===== src/rtl/axis_4to1_sched.sv =====
// axis_4to1_sched: packet-granular weighted round-robin scheduler for the 4:1
// AXI-Stream merge switch. Only one source is left unsuppressed at a time; the
// merged master handshake (tvalid/tready/tlast/tid) marks packet boundaries.
//
// Handshake: a beat is counted on a cycle where m_tvalid & m_tready are both
// high at the rising clki edge; a beat with m_tlast high is end-of-packet.
// Neither side is back-pressured by this block; it only observes.
//
// Optional build macro AXIS_SCHED_WDOG_EN adds a stall watchdog (parameter
// WDOG_CYC, output wdog_hit) that reclaims a grant whose packet stops moving.
module axis_4to1_sched #(
  parameter int WEIGHT_W = 4
`ifdef AXIS_SCHED_WDOG_EN
  , parameter int WDOG_CYC = 1024
`endif
) (
  input  logic                  clki,
  input  logic                  rsti,
  input  logic [3:0]            s_req,
  input  logic [4*WEIGHT_W-1:0] cfg_weight,
  input  logic                  m_tvalid,
  input  logic                  m_tready,
  input  logic                  m_tlast,
  input  logic [1:0]            m_tid,
  output logic [3:0]            arb_suppress,
  output logic                  grant_vld,
  output logic [1:0]            grant_id,
  output logic                  busy,
  output logic                  err_tid,
`ifdef AXIS_SCHED_WDOG_EN
  output logic                  wdog_hit,
`endif
  output logic                  dbg_state
);

  typedef enum logic {ST_ARB = 1'b0, ST_GRANT = 1'b1} state_t;

  state_t              r_state;
  state_t              w_next_state;
  logic [1:0]          r_ptr;
  logic [1:0]          r_grant_id;
  logic [WEIGHT_W-1:0] r_credit;
  logic                r_busy;
  logic                r_err_tid;

  logic                w_beat;
  logic                w_tid_match;
  logic                w_beat_own;
  logic                w_beat_foreign;
  logic                w_eop_own;
  logic                w_req_drop;
  logic [3:0]          w_elig;
  logic                w_any_elig;
  logic                w_cont;
  logic [1:0]          w_pick;
  logic [1:0]          w_scan_idx;
  logic                w_found;
  logic [WEIGHT_W-1:0] w_pick_weight;
  logic                w_wdog_fire;

  // Handshake decode; beats only matter while a grant is active.
  assign w_beat         = m_tvalid & m_tready;
  assign w_tid_match    = (m_tid == r_grant_id);
  assign w_beat_own     = (r_state == ST_GRANT) & w_beat & w_tid_match;
  assign w_beat_foreign = (r_state == ST_GRANT) & w_beat & ~w_tid_match;
  assign w_eop_own      = w_beat_own & m_tlast;
  assign w_req_drop     = (r_state == ST_GRANT) & ~s_req[r_grant_id] & ~r_busy;

  // Eligibility: requesting and not disabled by a zero weight.
  always_comb begin
    w_elig = 4'b0000;
    for (int i = 0; i < 4; i++) begin
      w_elig[i] = s_req[i] & (cfg_weight[i*WEIGHT_W +: WEIGHT_W] != '0);
    end
  end

  assign w_any_elig = |w_elig;
  // Remaining credit keeps the same port for another packet.
  assign w_cont     = (r_credit != '0) & w_elig[r_grant_id];

  // Rotating scan starting at the pointer, first eligible port wins.
  always_comb begin
    w_pick     = r_ptr;
    w_found    = 1'b0;
    w_scan_idx = r_ptr;
    for (int k = 0; k < 4; k++) begin
      w_scan_idx = r_ptr + k[1:0];
      if (!w_found && w_elig[w_scan_idx]) begin
        w_pick  = w_scan_idx;
        w_found = 1'b1;
      end
    end
  end

  assign w_pick_weight = cfg_weight[int'(w_pick)*WEIGHT_W +: WEIGHT_W];

`ifdef AXIS_SCHED_WDOG_EN
  localparam int CW = (WDOG_CYC > 2) ? $clog2(WDOG_CYC) : 1;
  localparam logic [CW-1:0] WDOG_LAST = CW'(WDOG_CYC - 1);

  logic [CW-1:0] r_wdog_cnt;
  logic          r_wdog_hit;

  assign w_wdog_fire = (r_state == ST_GRANT) & r_busy & ~w_beat &
                       (r_wdog_cnt == WDOG_LAST);

  // Stall counter: runs only mid-packet, restarts on any beat.
  always_ff @(posedge clki) begin
    if (rsti) begin
      r_wdog_cnt <= '0;
      r_wdog_hit <= 1'b0;
    end else begin
      r_wdog_hit <= w_wdog_fire;
      if ((r_state == ST_GRANT) && r_busy && !w_beat && !w_wdog_fire)
        r_wdog_cnt <= r_wdog_cnt + 1'b1;
      else
        r_wdog_cnt <= '0;
    end
  end

  assign wdog_hit = r_wdog_hit;
`else
  assign w_wdog_fire = 1'b0;
`endif

  // FSM state register.
  always_ff @(posedge clki) begin
    if (rsti) r_state <= ST_ARB;
    else      r_state <= w_next_state;
  end

  // FSM next state: ARB decides in one cycle; GRANT ends on own eop or idle drop.
  always_comb begin
    w_next_state = r_state;
    case (r_state)
      ST_ARB: begin
        if (w_cont || w_any_elig) w_next_state = ST_GRANT;
      end
      ST_GRANT: begin
        if (w_eop_own || w_req_drop || w_wdog_fire) w_next_state = ST_ARB;
      end
      default: w_next_state = ST_ARB;
    endcase
  end

  // FSM outputs: everyone blocked in ARB, only the granted port open in GRANT.
  always_comb begin
    arb_suppress = 4'b1111;
    grant_vld    = 1'b0;
    if (r_state == ST_GRANT) begin
      arb_suppress = ~(4'b0001 << r_grant_id);
      grant_vld    = 1'b1;
    end
  end

  // Grant bookkeeping: pick/credit/pointer, packet-in-flight flag, tid error.
  always_ff @(posedge clki) begin
    if (rsti) begin
      r_ptr      <= 2'd0;
      r_grant_id <= 2'd0;
      r_credit   <= '0;
      r_busy     <= 1'b0;
      r_err_tid  <= 1'b0;
    end else begin
      if ((r_state == ST_ARB) && !w_cont && w_any_elig) begin
        r_grant_id <= w_pick;
        r_credit   <= w_pick_weight;
        r_ptr      <= w_pick + 2'd1;
      end
      if (w_beat_foreign) r_err_tid <= 1'b1;
      if (w_eop_own) begin
        r_credit <= (r_credit != '0) ? r_credit - {{(WEIGHT_W-1){1'b0}}, 1'b1} : '0;
        r_busy   <= 1'b0;
      end else if (w_beat_own) begin
        r_busy <= 1'b1;
      end
      if (w_wdog_fire) begin
        r_credit <= '0;
        r_busy   <= 1'b0;
        r_ptr    <= r_grant_id + 2'd1;
      end
    end
  end

  assign grant_id  = r_grant_id;
  assign busy      = r_busy;
  assign err_tid   = r_err_tid;
  assign dbg_state = r_state;

endmodule


===== config.mk =====
export PLATFORM = sky130hd
export DESIGN_NAME = axis_4to1_sched
export DESIGN_NICKNAME = d
export VERILOG_FILES = /design/src/rtl/axis_4to1_sched.sv
export SDC_FILE = /design/constraint.sdc
export NUM_CORES = 1
export LEC_CHECK = 0
export CAP_MARGIN = 25
export CELL_PAD_IN_SITES_DETAIL_PLACEMENT = 2
export CELL_PAD_IN_SITES_GLOBAL_PLACEMENT = 2
export CORE_ASPECT_RATIO = 1.75
export CORE_MARGIN = 2
export CORE_UTILIZATION = 26
export DETAILED_ROUTE_END_ITERATION = 8
export PLACE_DENSITY_LB_ADDON = 0.3
export REMOVE_ABC_BUFFERS = 1
export SYNTH_ARGS = -nofsm -noshare
export SYNTH_HDL_FRONTEND = slang
export SYNTH_SLANG_ARGS = --single-unit
export TNS_END_PERCENT = 1

===== constraint.sdc =====
create_clock -name clki -period 5.32 [get_ports clki]
set_clock_uncertainty 0.05 [all_clocks]
set_input_delay 0.532 -clock clki [delete_from_list [all_inputs] [get_ports clki]]
set_output_delay 0.532 -clock clki [all_outputs]
set_load 0.02 [all_outputs]

Word-level counts from Yosys, hierarchy flattened
Cells that the tools add are included. W data, S select, Z words.

$add $sub $neg: 5. Bitwise operators: 17. Eq/ne operators: 1. Reduce and logical (&&, ||, !) cells: 19. Muxes and demuxes: 26. Magnitude comparators: 5. Shifts and indexed selects: 2.

Operator list (number): $reduce_bool A4 Y1 (5); $mux W4 (4); $shiftx A16 B5 Y4 (1); $lt A2 B3 Y1 const B (5); $and A1 B1 Y1 (12); $bmux W1 S2 (6); $mux W1 (12); $mux W2 (3); $logic_and A1 B1 Y1 (5); $add A2 B1 Y2 const B (2); $add A2 B2 Y2 const B (2); $logic_not A1 Y1 (4); $not A1 Y1 (4); $not A4 Y4 (1); $reduce_or A4 Y1 (1); $shl A1 B2 Y4 const A (1); $sub A4 B1 Y4 const B (1); $eq A2 B2 Y1 (1); $logic_or A1 B1 Y1 (2); $pmux W1 S2 (1); $reduce_bool A2 Y1 (1); $reduce_or A2 Y1 (1).

Output and inout port bits: 10. Input bits: 27. Word-level logic and storage cells: 81. Flip-flop bits (word level): 11.

Logic depth before layout (Yosys ltp)
Word-level depth: 17. Depth in mapped cells: 7. Depth with buffers taken out: 6.

Worst setup path before layout
No wires, ideal clock.

Path kind: input-to-reg. From: input cfg_weight[5]. To: register r_credit[2]. Required time: 5148 ps. Data arrival time: 2393 ps. Buffers on the path: 0. Setup slack: 2755 ps. Stages on the path: 5. Cell sequence: o41ai_2 nand2_1 o211ai_2 mux4_2 o311a_1.

Cells in the longest elaborated chain, start to end: 17.

RTL lines: from (decl) (RTL line 20) `input logic [4*WEIGHT_W-1:0] cfg_weight,`; $reduce_bool A4 Y1 * (RTL line 73) `w_elig[i] = s_req[i] & (cfg_weight[i*WEIGHT_W +: WEIGHT_W] != '0);`; $and A1 B1 Y1 * (RTL line 73); $bmux W1 S2 (RTL line 88) `if (!w_found && w_elig[w_scan_idx]) begin`; $mux W1 (not written as such) (RTL line 88); $mux W1 (RTL line 88); $logic_not A1 Y1 (RTL line 88); $logic_and A1 B1 Y1 (RTL line 88); $mux W1 (RTL line 88); $logic_not A1 Y1 (RTL line 88); $logic_and A1 B1 Y1 (RTL line 88); $mux W1 (RTL line 88); $logic_not A1 Y1 (RTL line 88); $logic_and A1 B1 Y1 (RTL line 88); $mux W2 (RTL line 88); $shiftx A16 B5 Y4 (RTL line 95) `assign w_pick_weight = cfg_weight[int'(w_pick)*WEIGHT_W +: WEIGHT_W];`; $mux W4 (RTL line 165) `if ((r_state == ST_ARB) && !w_cont && w_any_elig) begin`; $mux W4 (RTL line 171) `if (w_eop_own) begin`; to (signal assigned) (RTL line 167) `r_credit <= w_pick_weight;`; to (signal assigned) (RTL line 172) `r_credit <= (r_credit != '0) ? r_credit - {{(WEIGHT_W-1){1'b0}}, 1'b1} : '0;`; to (decl) (RTL line 42) `logic [WEIGHT_W-1:0] r_credit;`.

Every way passes the cells marked *; elsewhere a longest branch is shown, timed or not. The select of a mux whose other input is x is not followed. A chain may end at the register's enable or synchronous reset.

Worst setup path in the final report
From: input cfg_weight[3]. To: register r_credit[2].

Same word-level chain as after synthesis.

==> flow_summary.toml <==
[run_status]
status = "completed"

[synth]
synth_edf_count = 0
synthDominantCellAreaShare_pct = 23.98
netlist_area_um2 = 918.4
ys_seq_elements = 11
synth-seq-area-share_pct = 23.98
synth_top_cell_by_area = "dfxtp_1"
syn_avg_cell_area_um2 = 9.184
synthArstFlopShare_pct = 0
ys_types = 46
synth_common_cells = "dfxtp_1 (11), a21oi_1 (8), nand2_1 (7)"
synth.area.top_cells = "dfxtp_1 (24%), mux4_2 (9.8%), o41a_1 (4.9%)"
synth_cells = 100
ys_warn_count = 0
ys.flop_type = "dfxtp_1"
synth_most_common_cell = "dfxtp_1"

[timing]
final-setup-viol-count = 0
period_share_pct = 57.36
fmax_mhz = 327.7
period_needed_ns = 3.052
rsz0062_at_grt = "no"
slew_violations = 0
report.final.hold_viol_count = 0
tns_ns = 0
relSlewSlack_pct = 51.24
worst_pin_slew_ns = 0.7219

[layout]
syn_to_final_growth_pct = 48.23
multi_input_area_um2 = 671.9
nets = 164
design_area_um2 = 1361
area.sequential_um2 = 220.2
layout-drive-gt1-share_pct = 11.76
n_antenna_cell = 0
n_fill_cell = 384
final_core_util_pct = 40.06

[clock_network]
cts_setup_buffers = 0
clock-sinks = 11
clk_pin_slew_ns = 0.06
cts_root_buffer = "clkbuf_8"
cts_inserted_buffers = 3
holdBufCountCts = 0
cts_buffer_depth = 2
cts_resized = 0
cts_tree = "yes"
htree_levels = 1
clk_latency_ns = 0.24

[detailed_routing]
vias_per_cell = 5.751
ant_nets = 0
wl_per_cell_um = 19.59
drc = 0
drtPass1Iterations = 4
drt-initial-drc-count = 22
route.vias.total = 1041
routed_wl_um = 3545

[hold_path]
hp-start = "err_tid$_SDFFE_PP0P_"
min_to = "err_tid$_SDFFE_PP0P_"
min_path_cells = 2
hold_class = "reg -> reg"

[setup_path]
reg2reg_from = "grant_id[1]$_SDFFE_PP0P_"
r2r_end = "r_credit[1]$_SDFFE_PP0P_"
crit_path_end_kind = "flop"
crit_required_ns = 5.40
crit_type = "in -> reg"
cp_data_arrival_time_ns = 3.14
critPathLaunchType = "primary input"
rr_worst_depth = 4
worstPathMaxFanout = 8
ff2ff_setup_slack_ns = 3.13

[pwr]
leakage_uw = 0.0004805
p_per_area_nw_per_um2 = 350.5
seqPwrFrac_pct = 29.3
internal_power_uw = 283.2
p_sw_share_pct = 40.64
power_switching_uw = 193.9
clock_power_share_pct = 18.4
combPwrFrac_pct = 52.3
peakVddDrop_v = 0.0001749

[placed_design]
hpwl_um = 2924
placed_area_um2 = 1316
io_buffers = 36
gp_congestion = 0.8740

[floorplanning]
core-area_um2 = 3398
die_w_um = 48.93
dieArea_um2 = 4042
initial_utilization_pct = 27.03
io_pins = 37
fp.dieH_um = 82.62
fp-row-count = 28

[job]
max-cap-violations = 0

[global_route]
grt_max_degree = 10
first_global_vias = 1141
grt_overflow = 0
antenna_found_initial = 0
grt_first_pass_wirelength_um = 5699
grt_use_total_pct = 18.59
[power groups by stage]
stage | Combinational, µW | Clock [µW] | Sequential (µW)
3_5_place_dp | 249 | 0 | 141
5_1_grt | 274 | 93.4 | 145
4_1_cts | 251 | 89.2 | 139
2_1_floorplan | 161 | 0 | 139
6_report | 250 | 87.8 | 140
3_3_place_gp | 243 | 0 | 139
[kinds of logic (layout without fill, tap and decap cells)]
group / Yosys count / after routing / synth area share [%]
multiplexers: 9 / 9 / 15.40
XOR/XNOR: 3 / 3 / 2.862
AND/OR/NAND/NOR: 31 / 31 / 18.26
flip-flops: 11 / 11 / 23.98
AO/OA/AOI/OAI: 40 / 40 / 36.65
buffers and inverters: 6 / 42 / 2.862
[layout make-up]
class / instances / share of cell area [%]
clock buffer: 4 / 3.309
inverter: 2 / 0.5515
multi-input combinational: 83 / 49.36
sequential: 11 / 16.18
tap: 45 / 4.136
timing repair buffer: 36 / 26.47
[metrics by stage]
step	worst slack, ns	hold slack, ns	instances	total power (µW)
floorplan	2.755	0.4761	96	299.3
global placement	2.126	0.4050	177	381.9
detailed placement	2.006	0.4213	177	390.9
CTS	2.258	0.4365	181	480.0
global route	2.084	0.4925	181	513.0
finish	2.268	0.4249	181	477.1
[critical path: stages]
cell             delay, ns
clkdlybuf4s50_1       0.46
o41ai_1               0.73
o311ai_2              0.22
o211ai_2              0.27
mux4_2                0.59
o311a_1               0.33
[per-layer routing]
metal	wire [µm]	GRT usage (%)	vias to the layer above
met1	1279	18.30	514
met3	81	2.518	16
met5	0	0	-
met4	133	10.00	0
met2	2051	37.12	23
li1	-	-	488
[flip-flops by register name, summed over array words and instances, names as in the netlist]
name,flops
busy,1
dbg_state,1
err_tid,1
grant_id,2
r_credit,4
r_ptr,2
[cells in the final DEF (no fill, tap or decap), types with 3 or more instances in the layout]
cell type	n
nand2_1	7
nor3_1	3
mux2i_1	4
clkdlybuf4s50_1	36
o21ai_0	4
mux4_2	4
o41ai_1	3
nor2_1	6
o41a_1	4
a21oi_1	8
dfxtp_1	11
clkbuf_8	3
xnor2_1	3
[how the worst max path moves through the flow]
stage | slack, ns | startpoint | cells past startpoint | to
6_report | 2.27 | cfg_weight[3] | 6 | r_credit[2]$_SDFFE_PP0P_
5_1_grt | 2.08 | cfg_weight[5] | 6 | r_credit[2]$_SDFFE_PP0P_
4_1_cts | 2.26 | cfg_weight[4] | 6 | r_credit[2]$_SDFFE_PP0P_
3_5_place_dp | 2.01 | cfg_weight[4] | 6 | r_credit[2]$_SDFFE_PP0P_
3_3_place_gp | 2.13 | cfg_weight[3] | 6 | r_credit[2]$_SDFFE_PP0P_
2_1_floorplan | 2.76 | cfg_weight[5] | 5 | r_credit[2]$_SDFFE_PP0P_
Note: power is estimated with default switching activity, not from simulation.
